===== config.mk =====
export PLATFORM = sky130hd
export DESIGN_NAME = id_wakeup
export DESIGN_NICKNAME = d
export VERILOG_FILES = /design/src/rtl/id_wakeup_pkg.sv /design/src/rtl/id_wakeup_match.sv /design/src/rtl/id_wakeup.sv
export SDC_FILE = /design/constraint.sdc
export NUM_CORES = 1
export LEC_CHECK = 0
export ABC_AREA = 1
export CORE_UTILIZATION = 50
export DETAILED_ROUTE_END_ITERATION = 7
export GPL_ROUTABILITY_DRIVEN = 0
export GPL_TIMING_DRIVEN = 0
export PLACE_DENSITY = 0.77
export SLEW_MARGIN = 30
export SYNTH_ARGS = -nofsm -noshare
export SYNTH_HDL_FRONTEND = slang
export SYNTH_HIERARCHICAL = 1
export SYNTH_SLANG_ARGS = --single-unit

===== constraint.sdc =====
create_clock -name clk -period 3.45 [get_ports clk]
set_input_delay 0.345 -clock clk [delete_from_list [all_inputs] [get_ports clk]]
set_output_delay 0.345 -clock clk [all_outputs]
set_load 0.1 [all_outputs]

===== src/rtl/id_wakeup_pkg.sv =====
// id_wakeup_pkg: shared sel encodings, shadow-slot layout and match helper
package id_wakeup_pkg;
    localparam int AW = 5;
    localparam logic [1:0] SEL_RF  = 2'd0;
    localparam logic [1:0] SEL_EXE = 2'd1;
    localparam logic [1:0] SEL_MEM = 2'd2;
    localparam logic [1:0] SEL_WB  = 2'd3;

    typedef struct packed {
        logic          v;
        logic [AW-1:0] dst;
        logic          wen;
        logic          is_load;
    } slot_t;

    function automatic logic slot_match(slot_t s, logic [AW-1:0] src, logic used);
        return s.v & s.wen & (s.dst == src) & (src != '0) & used;
    endfunction
endpackage


===== src/rtl/id_wakeup_match.sv =====
// id_wakeup_match: per-source bypass select (youngest producer wins) and load/busy stall
module wk_match
    import id_wakeup_pkg::*;
(
    input  logic [AW-1:0] src_i,
    input  logic          used_i,
    input  slot_t         exe_i,
    input  slot_t         mem_i,
    input  slot_t         wb_i,
    input  logic          res_ready_i,
    output logic [1:0]    sel_o,
    output logic          stall_o
);
    logic hit_exe, hit_mem, hit_wb;

    always_comb begin
        hit_exe = slot_match(exe_i, src_i, used_i);
        hit_mem = slot_match(mem_i, src_i, used_i);
        hit_wb  = slot_match(wb_i, src_i, used_i);
        sel_o   = hit_exe ? SEL_EXE : hit_mem ? SEL_MEM : hit_wb ? SEL_WB : SEL_RF;
        // value not produced yet: load data arrives in MEM, or EXE unit still busy
        stall_o = hit_exe & (exe_i.is_load | ~res_ready_i);
    end
endmodule


===== src/rtl/id_wakeup.sv =====
// id_wakeup: ID-stage register interlock; shadows EXE/MEM/WB destinations to drive
// operand bypass selects and the ID stall.
module id_wakeup #(
    parameter int NREG  = 32,
    parameter int AW    = $clog2(NREG),
    parameter int CNT_W = 32
) (
    input  logic             clk,
    input  logic             reset,
    input  logic             id_valid,
    input  logic [AW-1:0]    id_src1,
    input  logic [AW-1:0]    id_src2,
    input  logic             id_src1_used,
    input  logic             id_src2_used,
    input  logic [AW-1:0]    id_dst,
    input  logic             id_wen,
    input  logic             id_is_load,
    input  logic             id_fire,
    input  logic             exe_fire,
    input  logic             mem_fire,
    input  logic             wb_fire,
    input  logic             exe_res_ready,
    input  logic             flush,
    output logic             id_stall,
    output logic [1:0]       src1_sel,
    output logic [1:0]       src2_sel,
    output logic [CNT_W-1:0] stall_cnt
);
    import id_wakeup_pkg::*;

    slot_t exe_q, mem_q, wb_q, exe_d, mem_d, wb_d, id_slot;
    logic [CNT_W-1:0] stall_cnt_q, stall_cnt_d;
    logic stall1, stall2;

    wk_match u_m1 (
        .src_i(id_src1), .used_i(id_src1_used), .exe_i(exe_q), .mem_i(mem_q), .wb_i(wb_q),
        .res_ready_i(exe_res_ready), .sel_o(src1_sel), .stall_o(stall1)
    );

    wk_match u_m2 (
        .src_i(id_src2), .used_i(id_src2_used), .exe_i(exe_q), .mem_i(mem_q), .wb_i(wb_q),
        .res_ready_i(exe_res_ready), .sel_o(src2_sel), .stall_o(stall2)
    );

    always_comb begin
        // writes to r0 are dropped at capture so r0 never matches
        id_slot     = '{v: 1'b1, dst: id_dst, wen: id_wen & (id_dst != '0), is_load: id_is_load};
        exe_d       = flush ? '0 : id_fire ? id_slot : exe_fire ? '0 : exe_q;
        mem_d       = exe_fire ? exe_q : mem_fire ? '0 : mem_q;
        wb_d        = mem_fire ? mem_q : wb_fire ? '0 : wb_q;
        id_stall    = id_valid & (stall1 | stall2);
        stall_cnt_d = (id_stall && stall_cnt_q != '1) ? stall_cnt_q + 1'b1 : stall_cnt_q;
    end

    always_ff @(posedge clk) begin
        if (reset) begin
            exe_q       <= '0;
            mem_q       <= '0;
            wb_q        <= '0;
            stall_cnt_q <= '0;
        end else begin
            exe_q       <= exe_d;
            mem_q       <= mem_d;
            wb_q        <= wb_d;
            stall_cnt_q <= stall_cnt_d;
        end
    end

    assign stall_cnt = stall_cnt_q;
endmodule

==> metrics.yaml <==
outcome:
  outcome: "finished with violations"
  violations: "design-rule violations"
yosys:
  syn-num-nets: 578
  syn_inst: 549
  yosysWarnings: 6
  syn_avg_cell_area_um2: 6.20
  syn_area_mm2: 0.00341
worst_setup_path:
  critPathMaxStageDelay_ns: 0.57
  critPathLaunchType: "input pin"
  critPathLaunch: "id_src2[2]"
  crit_type: "in2out"
  reg2reg_slack_ns: 0.92
  cp-end-kind: "output port"
  reg2reg_depth: 17
  critPathMaxFanout: 7
  cp_data_arrival_time_ns: 2.77
  crit_top_cell: "nor2_1"
  cp.required_ns: 3.11
  rr_startpoint: "exe_q[6]"
  endpoint: "id_stall"
  crit_chain: "clkdlybuf4s50_1 -> inv_1 -> nand2_1 -> o21ai_1 -> nor2_1 -> nand2_1 -> nor2_2 -> inv_2 -> nor2_2 -> nor2_1 -> nor2_1 -> clkbuf_2"
  worst_r2r_endpoint: "stall_cnt[22]"
  cp_slowest_cell: "clkbuf_2"
power:
  power.switching_mw: 0.274
  clkPwrFrac: 0.365
  total_power_mw: 1.17
  swShare: 0.235
  combPwrFrac: 0.092
  seq_power_share: 0.543
  p_leak_nw: 1.58
  intPower_mw: 0.893
  ir_drop_mv: 0.169
  powerDensity_mw_per_mm2: 277
placement:
  dp_hpwl_um: 7040
  port_buffers: 60
  dp_cells: 686
sta:
  finalHoldViolCount: 0
  period_minus_slack_ns: 3.12
  rsz0062_at_grt: "no"
  final-setup-viol-count: 0
  drv_slew: 0
  slew_headroom: 0.342
  fmax_ghz: 0.321
  fin_skew_ns: 0.00822
  tightest_slew_ns: 0.984
  period_share: 0.904
  fin_setup_tns_ns: 0
routing:
  drt-wirelength-per-cell_um: 13.4
  drt_wl_total_um: 9280
  drtIter0Drc: 252
  top_layer: "met4"
  detail-route-antenna-nets: 0
  wl_met1_um: 4040
  vias: 3635
  wl_met2_um: 4480
  drt_pass1_iterations: 7
  met3_length_um: 642
  drc_errors: 8
  vias_per_cell: 5.24
clock_network:
  cts_setup_buffers: 0
  clock_latency_ns: 0.31
  cts_buffers: 5
  clockRootBuffer: "clkbuf_8"
  cts.clk_slew.worst_paths_ns: 0.10
  cts.htree.levels: 2
  cts_tree: "done"
  cts_sinks: 54
  cts_buffer_depth: 2
finish:
  drive_gt1_frac: 0.0778
  nNetsFinal: 645
  area_growth_syn_to_layout_pct: 23.5
  antenna_cells: 0
  stdcell_count: 694
grt:
  grt_pass1_wl_um: 15300
  gr-total-overflow: 0
  grt_start_max_net_pins: 17
  grt_pass1_vias: 3322
  grt_use_total: 0.267
  antenna_found_initial: 0
floorplanning:
  core_area_mm2: 0.00646
  die_y_um: 84.5
  dieArea_mm2: 0.00715
  io_pins: 65
  die_w_um: 84.5
  start_util: 0.527
  std_cell_rows: 29
hold_path:
  hold_path_depth: 3
  worst_hold_path_type: "in2reg"
run:
  cap_violations: 0
## critical path, delay by kind of cell
kind	cells	cell delay, ns
and+or+nand+nor	7	1.06
AOI/OAI and AO/OA	1	0.06
buffers and inverters	4	1.31
## stage by stage
step / setup WS [ns] / util / hold slack [ns] / instance area [µm²]
final: 0.333 / 0.651 / 0.405 / 4210
after CTS: 0.0273 / 0.652 / 0.406 / 4210
after floorplan: 0.190 / - / 0.454 / 3410
after global routing: 0.152 / 0.651 / 0.434 / 4210
after global placement: -0.246 / 0.635 / 0.469 / 4100
after detailed placement: -0.288 / 0.635 / 0.475 / 4100
## placed cells by master, fill, tap and decap left out
| master | n |
|---|---|
| nor2_8 | 1 |
| buf_2 | 2 |
| or2_2 | 2 |
| inv_2 | 8 |
| a21oi_2 | 1 |
| clkbuf_1 | 8 |
| xnor2_1 | 21 |
| clkinvlp_4 | 1 |
| nor3b_1 | 1 |
| nand3b_1 | 1 |
| buf_4 | 2 |
| nor2_4 | 2 |
| o21ai_1 | 5 |
| nor3_1 | 4 |
| clkbuf_2 | 1 |
| nand3_1 | 24 |
| bufinv_16 | 1 |
| a21oi_1 | 44 |
| xor2_1 | 7 |
| inv_1 | 38 |
| nor2_1 | 102 |
| nand2_1 | 181 |
| o21ai_0 | 7 |
| buf_6 | 2 |
| clkdlybuf4s50_1 | 59 |
| buf_12 | 1 |
| clkbuf_8 | 5 |
| nand4_2 | 1 |
| nand3_2 | 6 |
| nand2_2 | 4 |
| dfxtp_1 | 54 |
| nand2_4 | 1 |
| and3_1 | 2 |
| or2_0 | 1 |
| nor2_2 | 6 |
| nand3_4 | 1 |
| nand4_1 | 9 |
| ha_1 | 1 |
## per-layer routing
layer,up-vias,track usage
met3,12,0.0413
met4,0,0.0740
met1,1630,0.332
li1,1858,-
met5,-,0
met2,135,0.477
## worst min path at each step
stage             from  slack [ns]  endpoint
2_1_floorplan  wb_q[7]        0.45   wb_q[7]
3_3_place_gp   wb_q[7]        0.47   wb_q[7]
3_5_place_dp   wb_q[7]        0.47   wb_q[7]
4_1_cts        id_fire        0.41  exe_q[3]
5_1_grt        id_fire        0.43  exe_q[3]
6_report       id_fire        0.40  exe_q[3]
## registers in the layout, indices dropped and copies added (netlist names)
register	count
exe_q	8
mem_q	7
wb_q	7
stall_cnt	32
## cell type report
cell class | instances | area [µm²]
buffer | 14 | 93.8
clock buffer | 6 | 72.6
clock inverter | 2 | 37.5
fill | 647 | 2250
inverter | 46 | 173
multi-input combinational | 435 | 2060
sequential | 54 | 1080
tap | 77 | 96.3
timing repair buffer | 60 | 596
## power groups by stage
stage	Clock, mW	Combinational [mW]	Sequential (mW)
after floorplan	0	0.0565	0.646
final	0.426	0.107	0.633
after detailed placement	0	0.106	0.648
after global placement	0	0.104	0.647
after CTS	0.434	0.107	0.633
after global routing	0.461	0.118	0.634
## what timing repair did
action,4_1_cts,5_1_grt
endpoints found under the setup margin,1,1
resized for setup,1,2
hold buffers,0,0
Note: power is estimated with default switching activity, not from simulation.
